==> src/rtl/hamming_pkg.sv <==
// Shared types and constant helpers for the serial cyclic Hamming encoder.
package hamming_pkg;

    typedef enum logic [1:0] {
        IDLE   = 2'd0,
        LOAD   = 2'd1,
        PARITY = 2'd2
    } state_e;

    localparam int MAX_M = 8;

    // Primitive generator polynomial for each supported parity width, MSB = x^M.
    function automatic logic [MAX_M:0] default_gpoly(input int m);
        case (m)
            3:       default_gpoly = 9'b000001011;
            4:       default_gpoly = 9'b000010011;
            5:       default_gpoly = 9'b000100101;
            6:       default_gpoly = 9'b001000011;
            7:       default_gpoly = 9'b010001001;
            8:       default_gpoly = 9'b100011101;
            default: default_gpoly = 9'b000000000;
        endcase
    endfunction

    function automatic int clog2(input int value);
        int result;
        int v;
        result = 0;
        v = value - 1;
        while (v > 0) begin
            result = result + 1;
            v = v >> 1;
        end
        return result;
    endfunction

endpackage

==> src/rtl/hamming_lfsr.sv <==
// Remainder register: divides the incoming message stream by the generator polynomial.
module hamming_lfsr
    import hamming_pkg::*;
#(
    parameter int         M     = 3,
    parameter logic [M:0] GPOLY = 4'b1011
) (
    input  logic         clk,
    input  logic         som,
    input  logic         clr,
    input  logic         en,
    input  logic         din,
    output logic [M-1:0] r
);

    logic [M-1:0] r_q;
    logic [M-1:0] r_d;
    logic [M-1:0] base_s;
    logic         fb_s;

    // Clearing folds into the same cycle as the first step so no stale remainder survives.
    always_comb begin
        base_s = clr ? {M{1'b0}} : r_q;
        fb_s   = din ^ base_s[M-1];
        if (en) begin
            r_d = {base_s[M-2:0], 1'b0} ^ (fb_s ? GPOLY[M-1:0] : {M{1'b0}});
        end else begin
            r_d = base_s;
        end
    end

    // Remainder state register.
    always_ff @(posedge clk or posedge som) begin
        if (som) begin
            r_q <= {M{1'b0}};
        end else begin
            r_q <= r_d;
        end
    end

    assign r = r_q;

endmodule

==> src/rtl/hamming_serial_enc.sv <==
// Serial systematic cyclic Hamming (2^M-1, 2^M-1-M) encoder: data bits stream through,
// then the M parity bits, with the full codeword also presented in parallel.
module hamming_serial_enc
    import hamming_pkg::*;
#(
    parameter int         M     = 3,
    parameter logic [M:0] GPOLY = (M+1)'(default_gpoly(M))
) (
    input  logic            clk,
    input  logic            som,
    input  logic            din,
    input  logic            din_valid,
    output logic            din_ready,
    output logic            sout,
    output logic            sout_valid,
    output logic            sout_last,
    output logic [2**M-2:0] cw,
    output logic            cw_valid,
    output logic            busy
);

    localparam int N  = 2**M - 1;
    localparam int K  = N - M;
    localparam int CW = clog2(K + 1);
    localparam logic [CW-1:0] K_LAST = CW'(K - 1);
    localparam logic [CW-1:0] P_LAST = CW'(M - 1);
    localparam logic [CW-1:0] ONE    = CW'(1);

    if (M < 3 || M > MAX_M) begin : g_bad_m
        $error("hamming_serial_enc: M must be in 3..8");
    end
    if (!GPOLY[M] || !GPOLY[0]) begin : g_bad_gpoly
        $error("hamming_serial_enc: GPOLY must have x^M and x^0 terms set");
    end

    state_e          state_q, state_d;
    logic [CW-1:0]   count_q, count_d;
    logic [K-1:0]    data_q, data_d;
    logic [N-1:0]    cw_q, cw_d;
    logic            sout_q, sout_d;
    logic            sout_valid_q, sout_valid_d;
    logic            sout_last_q, sout_last_d;
    logic            cw_valid_q, cw_valid_d;
    logic            din_ready_q, din_ready_d;
    logic            busy_q, busy_d;
    logic            accept_s;
    logic            lfsr_clr_s;
    logic            lfsr_en_s;
    logic [M-1:0]    r_s;
    logic [M-1:0]    par_shift_s;

    assign accept_s = din_valid && din_ready_q;

    hamming_lfsr #(
        .M     (M),
        .GPOLY (GPOLY)
    ) u_lfsr (
        .clk (clk),
        .som (som),
        .clr (lfsr_clr_s),
        .en  (lfsr_en_s),
        .din (din),
        .r   (r_s)
    );

    // Next-state and output computation; the remainder holds during PARITY and is read MSB first.
    always_comb begin
        state_d      = state_q;
        count_d      = count_q;
        data_d       = data_q;
        cw_d         = cw_q;
        sout_d       = sout_q;
        sout_valid_d = 1'b0;
        sout_last_d  = 1'b0;
        cw_valid_d   = 1'b0;
        lfsr_clr_s   = 1'b0;
        lfsr_en_s    = 1'b0;
        par_shift_s  = r_s << count_q;
        case (state_q)
            IDLE: begin
                if (accept_s) begin
                    state_d      = LOAD;
                    count_d      = ONE;
                    lfsr_clr_s   = 1'b1;
                    lfsr_en_s    = 1'b1;
                    data_d       = {data_q[K-2:0], din};
                    sout_d       = din;
                    sout_valid_d = 1'b1;
                end else begin
                    state_d = IDLE;
                end
            end
            LOAD: begin
                if (accept_s) begin
                    lfsr_en_s    = 1'b1;
                    data_d       = {data_q[K-2:0], din};
                    sout_d       = din;
                    sout_valid_d = 1'b1;
                    if (count_q == K_LAST) begin
                        state_d = PARITY;
                        count_d = {CW{1'b0}};
                    end else begin
                        count_d = count_q + ONE;
                    end
                end else begin
                    state_d = LOAD;
                end
            end
            PARITY: begin
                sout_d       = par_shift_s[M-1];
                sout_valid_d = 1'b1;
                if (count_q == P_LAST) begin
                    sout_last_d = 1'b1;
                    cw_valid_d  = 1'b1;
                    cw_d        = {data_q, r_s};
                    state_d     = IDLE;
                    count_d     = {CW{1'b0}};
                end else begin
                    count_d = count_q + ONE;
                end
            end
            default: begin
                state_d = IDLE;
                count_d = {CW{1'b0}};
            end
        endcase
        din_ready_d = (state_d != PARITY);
        busy_d      = (state_d != IDLE);
    end

    // State and registered outputs; som aborts any message in flight.
    always_ff @(posedge clk or posedge som) begin
        if (som) begin
            state_q      <= IDLE;
            count_q      <= {CW{1'b0}};
            data_q       <= {K{1'b0}};
            cw_q         <= {N{1'b0}};
            sout_q       <= 1'b0;
            sout_valid_q <= 1'b0;
            sout_last_q  <= 1'b0;
            cw_valid_q   <= 1'b0;
            din_ready_q  <= 1'b0;
            busy_q       <= 1'b0;
        end else begin
            state_q      <= state_d;
            count_q      <= count_d;
            data_q       <= data_d;
            cw_q         <= cw_d;
            sout_q       <= sout_d;
            sout_valid_q <= sout_valid_d;
            sout_last_q  <= sout_last_d;
            cw_valid_q   <= cw_valid_d;
            din_ready_q  <= din_ready_d;
            busy_q       <= busy_d;
        end
    end

    assign din_ready  = din_ready_q;
    assign sout       = sout_q;
    assign sout_valid = sout_valid_q;
    assign sout_last  = sout_last_q;
    assign cw         = cw_q;
    assign cw_valid   = cw_valid_q;
    assign busy       = busy_q;

endmodule

==> config.mk <==
export PLATFORM = sky130hd
export DESIGN_NAME = hamming_serial_enc
export DESIGN_NICKNAME = d
export VERILOG_FILES = /design/src/rtl/hamming_pkg.sv /design/src/rtl/hamming_lfsr.sv /design/src/rtl/hamming_serial_enc.sv
export SDC_FILE = /design/constraint.sdc
export NUM_CORES = 1
export LEC_CHECK = 0
export CAP_MARGIN = 20
export CORE_ASPECT_RATIO = 2
export CORE_MARGIN = 2
export CORE_UTILIZATION = 35
export CTS_CLUSTER_DIAMETER = 200
export CTS_CLUSTER_SIZE = 16
export DETAILED_ROUTE_END_ITERATION = 6
export GPL_ROUTABILITY_DRIVEN = 0
export HOLD_SLACK_MARGIN = 0.02
export REMOVE_ABC_BUFFERS = 1
export SYNTH_ARGS = -nofsm -noshare
export SYNTH_HDL_FRONTEND = slang
export SYNTH_SLANG_ARGS = --single-unit
==> constraint.sdc <==
create_clock -name clk -period 1.7 [get_ports clk]
set_input_delay 0.17 -clock clk [delete_from_list [all_inputs] [get_ports clk]]
set_output_delay 0.17 -clock clk [all_outputs]
set_load 0.005 [all_outputs]
==> summary.md, run 1 <==
| Metric | Value |
|---|---|
| Run status | finished clean |
| Worst r2r src | count_q[0]$_DFFE_PP0P_ |
| Net switching power of the design | 610 uW |
| I/O Pins | 17 |
| Achievable Freq | 0.666 GHz |
| Die area | 3750 sq um |
| Worst slew margin relative to its limit | 0.800 |
| Total of warnings raised by yosys | 0 |
| Layout Skew | 2.37 ps |
| Depth of the most critical reg-to-reg path | 5 |
| Aggregate routed wire length | 2.01 mm |
| Power Dens Cells | 1440 nW/um^2 |
| Setup repair after global routing missed its margin | false |
| Critical path launch point type | flip-flop |
| Switching part of the total | 0.307 |
| Fin crit period | 1500 ps |
| Via count of the routed design | 721 |
| Seq cells post-synth | 24 |
| Clk buf depth | 2 |
| Power share of the combinational group | 0.290 |
| Number of global-route vias before repair | 804 |
| First drt pass iteration count | 2 |
| Capturing point of the worst reg2reg path | cw[2]$_DFFE_PP0P_ |
| Crit path capture type | flip-flop |
| Arrival time reported for the critical path endpoint | 1670 ps |
| Final core utilization | 0.443 |
| Final setup violation count | 0 |
| Clock tree from TritonCTS | built |
| Sequential area share after synthesis | 0.529 |
| Fraction of synthesized cell area taken by the top area cell type | 0.529 |
| Required arrival time at the worst endpoint | 1860 ps |
| Number of nets with antenna violations after routing | 0 |
| Post-synth top area cell | sky130_fd_sc_hd__dfrtp_1 |
| Number of resized instances in the post-cts repair step | 0 |
| Class of the most critical setup path | flip-flop to flip-flop |
| Number of antenna repair diodes | 0 |
| Clock network fraction of design power | 0.252 |
| Number of post-CTS setup repair buffers | 0 |
| Initial cell density of the core | 0.364 |
| Average via count per standard cell | 5.15 |
| Share of layout cells above drive strength 1 | 0.183 |
| Clock root buffer | sky130_fd_sc_hd__clkbuf_8 |
| Average wire per standard cell | 14.3 um |
| CTS sink cnt | 24 |
| Type of the tightest min-delay check | input pin to asynchronous set/reset pin |
| Max-slew violation count | 0 |
| Ys flop type | sky130_fd_sc_hd__dfrtp_1 |
| Summed negative setup slack over all endpoints | 0 ps |
| Total of buffers placed on input and output ports | 16 |
| Final Hold Viols | 0 |
| Filler cells | 308 |
| Leak | 0.657 nW |
| Mapped cell area | 1140 sq um |
| Area Growth Syn to Fin | 21.7% |
| Register share of total power | 0.458 |
| Synthesized area per cell | 12.3 sq um |
| Post-synthesis async set-or-reset flop share | 1.00 |
| Synth top area cells | sky130_fd_sc_hd__dfrtp_1 (53%), sky130_fd_sc_hd__mux2_2 (7.9%), sky130_fd_sc_hd__ha_1 (4.4%) |
| Post-layout total power | 1.99 mW |
| Number of hold buffers added after cts | 0 |
| Post-route DRC | 0 |
| Initial antenna violation count | 0 |
| Standard-cell row count | 29 |
| Net total in the final layout | 118 |
| Die Y-Extent | 84.6 um |
| Cell count after synthesis | 92 |
| Remaining Overflow, GRT | 0 |
| Unique cell type count in the Yosys netlist | 32 |
| Worst IR drop on VDD | 0.566 mV |
| Source-to-sink clock delay at the later pin of the worst-skew pair | 270 ps |
| Area occupied by multi-input gates | 485 sq um |
| Transition at the pin with the smallest max-transition slack | 300 ps |
| TritonCTS Buffers | 3 |
| Clock input transition at the sequential cells of the worst setup and hold paths | 80 ps |
| Level count of the clock H-tree | 1 |
| Area of all sequential standard cells | 601 sq um |
| Global-route usage over all layers | 0.129 |
| Maximum number of pins on one net before global-route repair | 25 |
| Power Internal | 1.38 mW |
| Max-cap viol count | 0 |
| Core ar. | 3120 sq um |
| Die X-Extent | 44.3 um |
| Global-route wire length before repair | 3.55 mm |
| Iter 0 DRT Violations | 15 |
| Detailed placer's ending HPWL | 1.50 mm |
| Critical-path maximum fanout | 8 |
| Final Cycle Share | 0.884 |
| Most frequent cell after synthesis | sky130_fd_sc_hd__dfrtp_1 |
| R2R setup slack | 200 ps |
| EDFF count, synth | 0 |
| Most frequent cells after synthesis | sky130_fd_sc_hd__dfrtp_1 (24), sky130_fd_sc_hd__nand2_1 (10), sky130_fd_sc_hd__mux2_2 (8) |
[how the worst max path moves through the flow]
| stage | to | cells past startpoint | startpoint | slack [ps] |
|---|---|---|---|---|
| 2_1_floorplan | cw[0]$_DFFE_PP0P_ | 5 | count_q[0]$_DFFE_PP0P_ | 340 |
| 3_3_place_gp | cw[1]$_DFFE_PP0P_ | 5 | count_q[0]$_DFFE_PP0P_ | 220 |
| 3_5_place_dp | cw[2]$_DFFE_PP0P_ | 5 | count_q[0]$_DFFE_PP0P_ | 180 |
| 4_1_cts | cw[2]$_DFFE_PP0P_ | 5 | count_q[0]$_DFFE_PP0P_ | 170 |
| 5_1_grt | cw[3]$_DFFE_PP0P_ | 5 | count_q[0]$_DFFE_PP0P_ | 100 |
| 6_report | cw[2]$_DFFE_PP0P_ | 5 | count_q[0]$_DFFE_PP0P_ | 200 |
[registers in the layout, summed over array words and instances (netlist names)]
name and flops:
cw 7, data_q 4, count_q 3, u_lfsr.r 3, state_q 2, busy 1, cw_valid 1, din_ready 1
sout 1, sout_valid 1
[cell families after synthesis]
logic type,synth area share
buffers and inverters,0.0440
AND/OR/NAND/NOR,0.159
multiplexers,0.115
XOR/XNOR,0.0154
adder cells (fa/ha/maj),0.0441
flip-flops,0.529
AO/OA/AOI/OAI,0.0947
[power groups by stage]
| stage | Clock (mW) | Combinational [mW] | Sequential (mW) |
|---|---|---|---|
| global placement | 0 | 0.577 | 0.920 |
| CTS | 0.504 | 0.591 | 0.918 |
| global route | 0.528 | 0.654 | 0.943 |
| floorplan | 0 | 0.414 | 0.873 |
| detailed placement | 0 | 0.588 | 0.927 |
| finish | 0.501 | 0.576 | 0.910 |
[critical path: stages (launching register included)]
cell,delay (ps)
sky130_fd_sc_hd__dfrtp_1,460
sky130_fd_sc_hd__inv_1,90
sky130_fd_sc_hd__ha_1,160
sky130_fd_sc_hd__nand2b_2,130
sky130_fd_sc_hd__nor2_8,210
sky130_fd_sc_hd__mux2_2,350
[cell type report]
class	instances	share of cell area
Inverter	5	0.0136
Clock buffer	3	0.0299
Sequential cell	24	0.434
Clock inverter	1	0.0217
Tap cell	31	0.0281
Timing Repair Buffer	17	0.121
Multi-Input combinational cell	59	0.351
[stage by stage]
| stage | worst slack (ps) | instances | hold WS, ps | cell area, sq um |
|---|---|---|---|---|
| after floorplan | 338 | 88 | 185 | 1100 |
| after global placement | 222 | 136 | 491 | 1310 |
| after detailed placement | 176 | 136 | 495 | 1310 |
| after CTS | 168 | 140 | 254 | 1380 |
| after global routing | 95.5 | 140 | 272 | 1380 |
| final | 197 | 140 | 231 | 1380 |
[per-layer routing]
metal,vias to the layer above,part of all wire,GRT usage
li1,352,-,-
met1,351,0.41,0.147
met2,12,0.54,0.218
met3,6,0.028,0.0194
met4,0,0.027,0.0744
met5,-,0,0
[layout by cell type, fill, tap and decap left out, types with 2 or more instances in the layout]
cell type	instances
sky130_fd_sc_hd__a21oi_1	2
sky130_fd_sc_hd__a22oi_1	2
sky130_fd_sc_hd__and2_1	2
sky130_fd_sc_hd__and2b_1	2
sky130_fd_sc_hd__clkbuf_8	3
sky130_fd_sc_hd__clkdlybuf4s50_1	16
sky130_fd_sc_hd__dfrtp_1	24
sky130_fd_sc_hd__ha_1	4
sky130_fd_sc_hd__inv_1	5
sky130_fd_sc_hd__mux2_2	8
sky130_fd_sc_hd__mux2_4	2
sky130_fd_sc_hd__nand2_1	10
sky130_fd_sc_hd__nand3_1	3
sky130_fd_sc_hd__nand4bb_1	2
sky130_fd_sc_hd__nor2_1	2
sky130_fd_sc_hd__o21ai_0	5
Note: power is estimated with default switching activity, not from simulation.
==> run 2, diff against run 1 <==
--- a/config.mk
+++ b/config.mk
@@ -6,7 +6,6 @@
 export NUM_CORES = 1
 export LEC_CHECK = 0
 export CAP_MARGIN = 20
-export CORE_ASPECT_RATIO = 2
 export CORE_MARGIN = 2
 export CORE_UTILIZATION = 35
 export CTS_CLUSTER_DIAMETER = 200
==> run 2 against run 1 <==
  * Die area shrank 0.73%
  * Largest power group unchanged
  * First-iteration DRC count rose by 47%
  * Clock power fell by 18%
  * Via count fell by 0.83%
  * Sequential share of layout area up 0.079 points
  * Maximum frequency is 1.2% higher
  * Register-to-register slack improved by 40 ps
  * Total power down 4.6%
  * Highest routed layer unchanged
  * Worst hold slack worse by 51 ps
  * Core utilization grew 0.53 points
==> summary.md, run 2 (synthesis results as in run 1) <==
| Metric | Value |
|---|---|
| Run status | finished clean |
| Number of antenna repair diodes | 0 (unchanged) |
| Crit path cell chain | clkdlybuf4s50_1 |
| Fin crit period | 1480 ps (-18.1 ps) |
| Final Hold Viols | 0 (unchanged) |
| CTS sink cnt | 24 (unchanged) |
| Clk buf depth | 2 (unchanged) |
| TritonCTS Buffers | 3 (unchanged) |
| Post-route DRC | 0 (unchanged) |
| Source-to-sink clock delay at the later pin of the worst-skew pair | 310 ps (+40 ps) |
| Remaining Overflow, GRT | 0 (unchanged) |
| Core ar. | 3080 sq um (-1.4%) |
| Worst IR drop on VDD | 0.793 mV (+40%) |
| Crit path capture type | output port |
| Crit. path cell count | 1 (-4) |
| Global-route wire length before repair | 3.45 mm (-2.9%) |
| Critical-path maximum fanout | 5 (-3) |
| Via count of the routed design | 715 (-0.83%) |
| Most frequent standard cell in the layout excluding fill and tap cells | sky130_fd_sc_hd__dfrtp_1 |
| Power Internal | 1.30 mW (-5.4%) |
| Share of layout cells above drive strength 1 | 0.183 (unchanged) |
| Depth of the most critical reg-to-reg path | 5 (unchanged) |
| Net switching power of the design | 594 uW (-2.7%) |
| CP endpoint | din_ready |
| Delay of the slowest cell on the worst path | 540 ps (+80 ps) |
| Global-route usage over all layers | 0.128 (-0.00112) |
| Worst slack, placed | 227 ps (+51.3 ps) |
| Switching part of the total | 0.313 (+0.00611) |
| Setup repair after global routing missed its margin | false |
| Capturing point of the worst reg2reg path | cw[2]$_DFFE_PP0P_ |
| Average via count per standard cell | 4.67 (-9.3%) |
| Layout Skew | 1.19 ps (-1.18 ps) |
| Aggregate routed wire length | 1.95 mm (-2.9%) |
| Worst slew margin relative to its limit | 0.777 (-0.0226) |
| Final Cycle Share | 0.873 (-0.0106) |
| Clock tree from TritonCTS | built |
| Register share of total power | 0.478 (+0.020) |
| Achievable Freq | 0.674 GHz (+1.2%) |
| Detailed placer's ending HPWL | 1.46 mm (-3.0%) |
| Number of hold buffers added after cts | 0 (unchanged) |
| First drt pass iteration count | 4 (+2) |
| Power Dens Cells | 1370 nW/um^2 (-4.4%) |
| I/O Pins | 17 (unchanged) |
| Number of buffers and inverters on the critical path | 1 (unchanged) |
| Die area | 3720 sq um (-0.73%) |
| Type of the tightest min-delay check | input pin to asynchronous set/reset pin |
| Number of post-CTS setup repair buffers | 0 (unchanged) |
| Number of global-route vias before repair | 697 (-13%) |
| Level count of the clock H-tree | 1 (unchanged) |
| Net total in the final layout | 118 (unchanged) |
| Max-slew violation count | 0 (unchanged) |
| Clock network fraction of design power | 0.216 (-0.036) |
| Initial antenna violation count | 0 (unchanged) |
| Iter 0 DRT Violations | 22 (+7) |
| Number of flip-flops under the largest register name | 7 (unchanged) |
| Total of buffers placed on input and output ports | 16 (unchanged) |
| Most used cells in the layout excluding fill and tap cells | sky130_fd_sc_hd__dfrtp_1 (24), sky130_fd_sc_hd__clkdlybuf4s50_1 (16), sky130_fd_sc_hd__nand2_1 (10), sky130_fd_sc_hd__mux2_2 (8) |
| Standard-cell row count | 20 (-31%) |
| Die Y-Extent | 61.0 um (-28%) |
| Top cell family by delay on the critical path | buffers and inverters |
| Number of resized instances in the post-cts repair step | 0 (unchanged) |
| Required arrival time at the worst endpoint | 1530 ps (-330 ps) |
| Leak | 0.649 nW (-1.2%) |
| Number of non-filler instances in the completed layout | 153 (+9.3%) |
| Power share of the combinational group | 0.306 (+0.016) |
| Area Growth Syn to Fin | 21.5% |
| Number of nets with antenna violations after routing | 0 (unchanged) |
| R2R setup slack | 240 ps (+40 ps) |
| Worst setup margin | 216 ps (+18.1 ps) |
| Arrival time reported for the critical path endpoint | 1310 ps (-360 ps) |
| Critical path origin | din_ready$_DFF_PP0_ |
| Class of the most critical setup path | flip-flop to output port |
| Final setup violation count | 0 (unchanged) |
| CP max-delay cell | sky130_fd_sc_hd__clkdlybuf4s50_1 |
| Average wire per standard cell | 12.7 um (-11%) |
| Maximum number of pins on one net before global-route repair | 25 (unchanged) |
| Clock input transition at the sequential cells of the worst setup and hold paths | 130 ps (+50 ps) |
| Transition at the pin with the smallest max-transition slack | 329 ps (+28.8 ps) |
| Initial cell density of the core | 0.369 (+0.00503) |
| Dpl cells | 149 (+9.6%) |
| Max-cap viol count | 0 (unchanged) |
| Die X-Extent | 61.0 um (+38%) |
| Worst r2r src | count_q[0]$_DFFE_PP0P_ |
| Clock root buffer | sky130_fd_sc_hd__clkbuf_4 |
| Summed negative setup slack over all endpoints | 0 ps (unchanged) |
| Critical path launch point type | flip-flop |
## run 2: changes by cell type in the layout (fill, tap and decap cells not counted)
cell and change:
sky130_fd_sc_hd__clkbuf_4 +3, sky130_fd_sc_hd__clkbuf_8 -3
## run 2: layout make-up
cell class / instances / area, sq um
Clock buffer: 3 / 22.5
Clock inverter: 1 / 30.0
Fill cell: 296 / 1700
Inverter: 5 / 18.8
Multi-Input combinational cell: 59 / 485
Sequential cell: 24 / 601
Tap cell: 44 / 55.1
Timing Repair Buffer: 17 / 168
## run 2: worst min-delay path: stages
cell	delay, ps
sky130_fd_sc_hd__clkdlybuf4s50_1	390
sky130_fd_sc_hd__inv_1	50
sky130_fd_sc_hd__buf_4	290
## run 2: per-stage QoR
stage                     power (mW)   util  area [sq um]  hold slack, ps
after floorplan                 1.29      -          1100             185
after global placement          1.49  0.431          1330             490
after detailed placement        1.51  0.431          1330             498
after CTS                       1.93  0.448          1380             183
after global routing            2.06  0.448          1380             186
final                           1.90  0.448          1380             180
## run 2: how the worst min path moves through the flow
stage	endpoint	slack (ps)	cells after the start
floorplan	busy$_DFF_PP0_	180	1
global placement	cw[5]$_DFFE_PP0P_	490	1
detailed placement	cw[4]$_DFFE_PP0P_	500	1
CTS	sout$_DFFE_PP0P_	180	3
global route	data_q[1]$_DFFE_PP0P_	190	3
finish	data_q[2]$_DFFE_PP0P_	180	3
## run 2: per-layer routing
| layer | global-route usage | wire length, um |
|---|---|---|
| met1 | 0.176 | 901 |
| met2 | 0.195 | 946 |
| met3 | 0.0405 | 80 |
| met4 | 0.0373 | 23 |
| met5 | 0 | 0 |
## run 2: power groups by stage
stage	combinational (mW)	clock (mW)	sequential [mW]
6_report	0.580	0.409	0.907
5_1_grt	0.658	0.449	0.949
4_1_cts	0.591	0.422	0.913
3_5_place_dp	0.584	0	0.925
3_3_place_gp	0.572	0	0.918
2_1_floorplan	0.414	0	0.873
==> run 3, diff against run 2 <==
--- a/config.mk
+++ b/config.mk
@@ -5,6 +5,7 @@
 export SDC_FILE = /design/constraint.sdc
 export NUM_CORES = 1
 export LEC_CHECK = 0
+export ABC_AREA = 1
 export CAP_MARGIN = 20
 export CORE_MARGIN = 2
 export CORE_UTILIZATION = 35
@@ -13,6 +14,7 @@
 export DETAILED_ROUTE_END_ITERATION = 6
 export GPL_ROUTABILITY_DRIVEN = 0
 export HOLD_SLACK_MARGIN = 0.02
+export RECOVER_POWER = 100
 export REMOVE_ABC_BUFFERS = 1
 export SYNTH_ARGS = -nofsm -noshare
 export SYNTH_HDL_FRONTEND = slang
==> constraint.sdc (replaced) <==
create_clock -name clk -period 1.8 [get_ports clk]
set_input_delay 0.18 -clock clk [delete_from_list [all_inputs] [get_ports clk]]
set_output_delay 0.18 -clock clk [all_outputs]
set_load 0.005 [all_outputs]
==> run 3 against run 2 <==
  * First-iteration DRC count up 18%
  * Sequential power fell by 12%
  * Core utilization fell by 1.1 points
  * Worst hold slack better by 300 ps
  * Routed wire length up 5.0%
  * Global-route usage rose by 0.63 points
  * Clock-buffer cell count is the same
  * Critical path type is now flip-flop to flip-flop
  * Highest routed layer unchanged
==> summary.md, run 3 <==
| Metric | Value |
|---|---|
| Run status | finished clean |
| Number of nets with antenna violations after routing | 0 (unchanged) |
| Worst slew margin relative to its limit | 0.181 (-0.596) |
| Met3 track demand over resource in global routing | 0.0455 (+0.00494) |
| Type of the tightest min-delay check | flip-flop to flip-flop |
| Synth top area cells | sky130_fd_sc_hd__dfrtp_1 (55%), sky130_fd_sc_hd__nand2_1 (11%), sky130_fd_sc_hd__o21ai_0 (5.5%) |
| Layout Skew | 7.04 ps (+5.85 ps) |
| Fraction of synthesized cell area taken by the top area cell type | 0.547 (+0.0181) |
| Total of warnings raised by yosys | 0 (unchanged) |
| Die X-Extent | 60.0 um (-1.6%) |
| Critical-path maximum fanout | 12 (+7) |
| Via count of the routed design | 818 (+14%) |
| Cell count after synthesis | 121 (+32%) |
| Initial antenna violation count | 0 (unchanged) |
| Worst IR drop on VDD | 0.826 mV (+4.2%) |
| Summed negative setup slack over all endpoints | 0 ps (unchanged) |
| Clock tree from TritonCTS | built |
| Global-route wire length before repair | 3.63 mm (+5.2%) |
| Final Cycle Share | 0.833 |
| Die Y-Extent | 60.0 um (-1.6%) |
| Net total in the final layout | 149 (+26%) |
| Critical path launch point type | flip-flop |
| Average wire per standard cell | 11.1 um (-13%) |
| Final setup violation count | 0 (unchanged) |
| Share of layout cells above drive strength 1 | 0.0571 (-0.126) |
| Achievable Freq | 0.667 GHz |
| Remaining Overflow, GRT | 0 (unchanged) |
| Worst slack, placed | 329 ps (+102 ps) |
| Global-route usage over all layers | 0.134 (+0.00626) |
| Iter 0 DRT Violations | 26 (+18%) |
| Detailed placer's ending HPWL | 1.54 mm (+5.4%) |
| Clock network fraction of design power | 0.226 (+0.010) |
| Most frequent cells after synthesis | sky130_fd_sc_hd__nand2_1 (33), sky130_fd_sc_hd__dfrtp_1 (24), sky130_fd_sc_hd__inv_1 (15) |
| Unique cell type count in the Yosys netlist | 17 (-47%) |
| Total of buffers placed on input and output ports | 16 (unchanged) |
| Number of global-route vias before repair | 819 (+18%) |
| Power Internal | 1.13 mW (-13%) |
| Max-slew violation count | 0 (unchanged) |
| First drt pass iteration count | 4 (unchanged) |
| CTS sink cnt | 24 (unchanged) |
| Number of flip-flops under the largest register name | 7 (unchanged) |
| Area Growth Syn to Fin | 20.6% |
| Dpl cells | 180 (+21%) |
| Net switching power of the design | 579 uW (-2.5%) |
| Met1 routing resource usage after global routing | 0.168 (-0.00851) |
| Required arrival time at the worst endpoint | 2020 ps (+490 ps) |
| Synthesized area per cell | 9.08 sq um (-26%) |
| Number of hold buffers added after cts | 0 (unchanged) |
| Power share of the combinational group | 0.308 (+0.002) |
| Sequential area share after synthesis | 0.547 (+0.0181) |
| Setup repair after global routing missed its margin | false |
| Source-to-sink clock delay at the later pin of the worst-skew pair | 320 ps (about the same) |
| Crit path capture type | flip-flop |
| Most frequent cell after synthesis | sky130_fd_sc_hd__nand2_1 |
| Mapped cell area | 1100 sq um (-3.3%) |
| Class of the most critical setup path | flip-flop to flip-flop |
| Number of non-filler instances in the completed layout | 184 (+20%) |
| Arrival time reported for the critical path endpoint | 1710 ps (+400 ps) |
| Clk buf depth | 2 (unchanged) |
| Standard cell area after detailed placement | 1300 sq um (-1.9%) |
| Most used cells in the layout excluding fill and tap cells | sky130_fd_sc_hd__nand2_1 (33), sky130_fd_sc_hd__dfrtp_1 (24), sky130_fd_sc_hd__o21ai_0 (17), sky130_fd_sc_hd__inv_1 (16), sky130_fd_sc_hd__dlygate4sd3_1 (13) |
| Number of resized instances in the post-cts repair step | 0 (unchanged) |
| Number of post-CTS setup repair buffers | 0 (unchanged) |
| Worst setup margin | 301 ps (+85.5 ps) |
| Standard-cell row count | 20 (unchanged) |
| Final Hold Viols | 0 (unchanged) |
| Level count of the clock H-tree | 1 (unchanged) |
| Initial cell density of the core | 0.363 (-0.00630) |
| Average via count per standard cell | 4.45 (-4.9%) |
| GRT Max-Usage Layer | met2 |
| Post-synth top area cell | sky130_fd_sc_hd__dfrtp_1 |
| Leak | 0.658 nW (+1.5%) |
| Post-synthesis async set-or-reset flop share | 1.00 (unchanged) |
| Die area | 3600 sq um (-3.1%) |
| Seq cells post-synth | 24 (unchanged) |
| Fin crit period | 1500 ps |
| TritonCTS Buffers | 3 (unchanged) |
| Final core utilization | 0.438 (-0.0108) |
| Max-cap viol count | 0 (unchanged) |
| Post-route DRC | 0 (unchanged) |
| Transition at the pin with the smallest max-transition slack | 1230 ps (+900 ps) |
| I/O Pins | 17 (unchanged) |
| Maximum number of pins on one net before global-route repair | 25 (unchanged) |
| Met2 Resource Use GR | 0.222 (+0.0270) |
| Power Dens Cells | 1290 nW/um^2 (-5.8%) |
| Most frequent standard cell in the layout excluding fill and tap cells | sky130_fd_sc_hd__nand2_1 |
| Clock root buffer | sky130_fd_sc_hd__clkbuf_4 |
| EDFF count, synth | 0 (unchanged) |
| Switching part of the total | 0.338 (+0.0245) |
| Clock input transition at the sequential cells of the worst setup and hold paths | 130 ps (about the same) |
| Post-layout total power | 1.71 mW (-9.6%) |
| Core ar. | 3030 sq um (-1.6%) |
| Final hold slack | 482 ps (+303 ps) |
| Final design instance area without fill | 1330 sq um (-4.0%) |
| Ys flop type | sky130_fd_sc_hd__dfrtp_1 |
| Number of antenna repair diodes | 0 (unchanged) |
| Register share of total power | 0.466 (-0.012) |
| Aggregate routed wire length | 2.05 mm (+5.0%) |
[run 3: critical path, stage by stage (launching register included)]
cell and delay (ps):
sky130_fd_sc_hd__dfrtp_1 430, sky130_fd_sc_hd__inv_1 150, sky130_fd_sc_hd__ha_1 160, sky130_fd_sc_hd__nand2_1 80, sky130_fd_sc_hd__nor2_1 260, sky130_fd_sc_hd__inv_2 160, sky130_fd_sc_hd__nand2_1 90, sky130_fd_sc_hd__o21ai_0 70
[run 3: power groups by stage]
| stage | Combinational (mW) | Sequential [mW] | Clock (mW) |
|---|---|---|---|
| 3_5_place_dp | 0.568 | 0.811 | 0 |
| 4_1_cts | 0.574 | 0.801 | 0.399 |
| 5_1_grt | 0.627 | 0.823 | 0.421 |
| 3_3_place_gp | 0.551 | 0.807 | 0 |
| 6_report | 0.528 | 0.798 | 0.387 |
| 2_1_floorplan | 0.385 | 0.788 | 0 |
[run 3: final cells by class]
class	instances	area (sq um)
multi-input combinational	76	382
tap	44	55.1
clock inverter	1	30.0
inverter	19	71.3
timing repair buffer	17	164
fill	319	1700
sequential	24	601
clock buffer	3	22.5
[run 3: metal layers]
layer	wire, um	vias to the layer above
li1	-	420
met1	921	378
met2	1000	18
met3	112	2
met4	8	0
met5	0	-
[run 3: path summary, 6_finish.rpt]
path	from	end	slack [ps]	cells past startpoint
setup / recovery	count_q[0]$_DFFE_PP0P_	cw[5]$_DFFE_PP0P_	300	7
hold / removal	cw[6]$_DFFE_PP0P_	cw[6]$_DFFE_PP0P_	480	2
setup reg to reg	count_q[0]$_DFFE_PP0P_	cw[5]$_DFFE_PP0P_	300	7
hold reg to reg	cw[6]$_DFFE_PP0P_	cw[6]$_DFFE_PP0P_	480	2
max in group asynchronous	som	state_q[0]$_DFF_PP0_	530	3
min in group asynchronous	som	cw[3]$_DFFE_PP0P_	540	3
[run 3: kinds of logic after synthesis]
kind of cell	synth area share
AOI/OAI and AO/OA	0.122
adders and majority gates	0.0456
buffers and inverters	0.0820
DFF	0.547
and+or+nand+nor	0.204
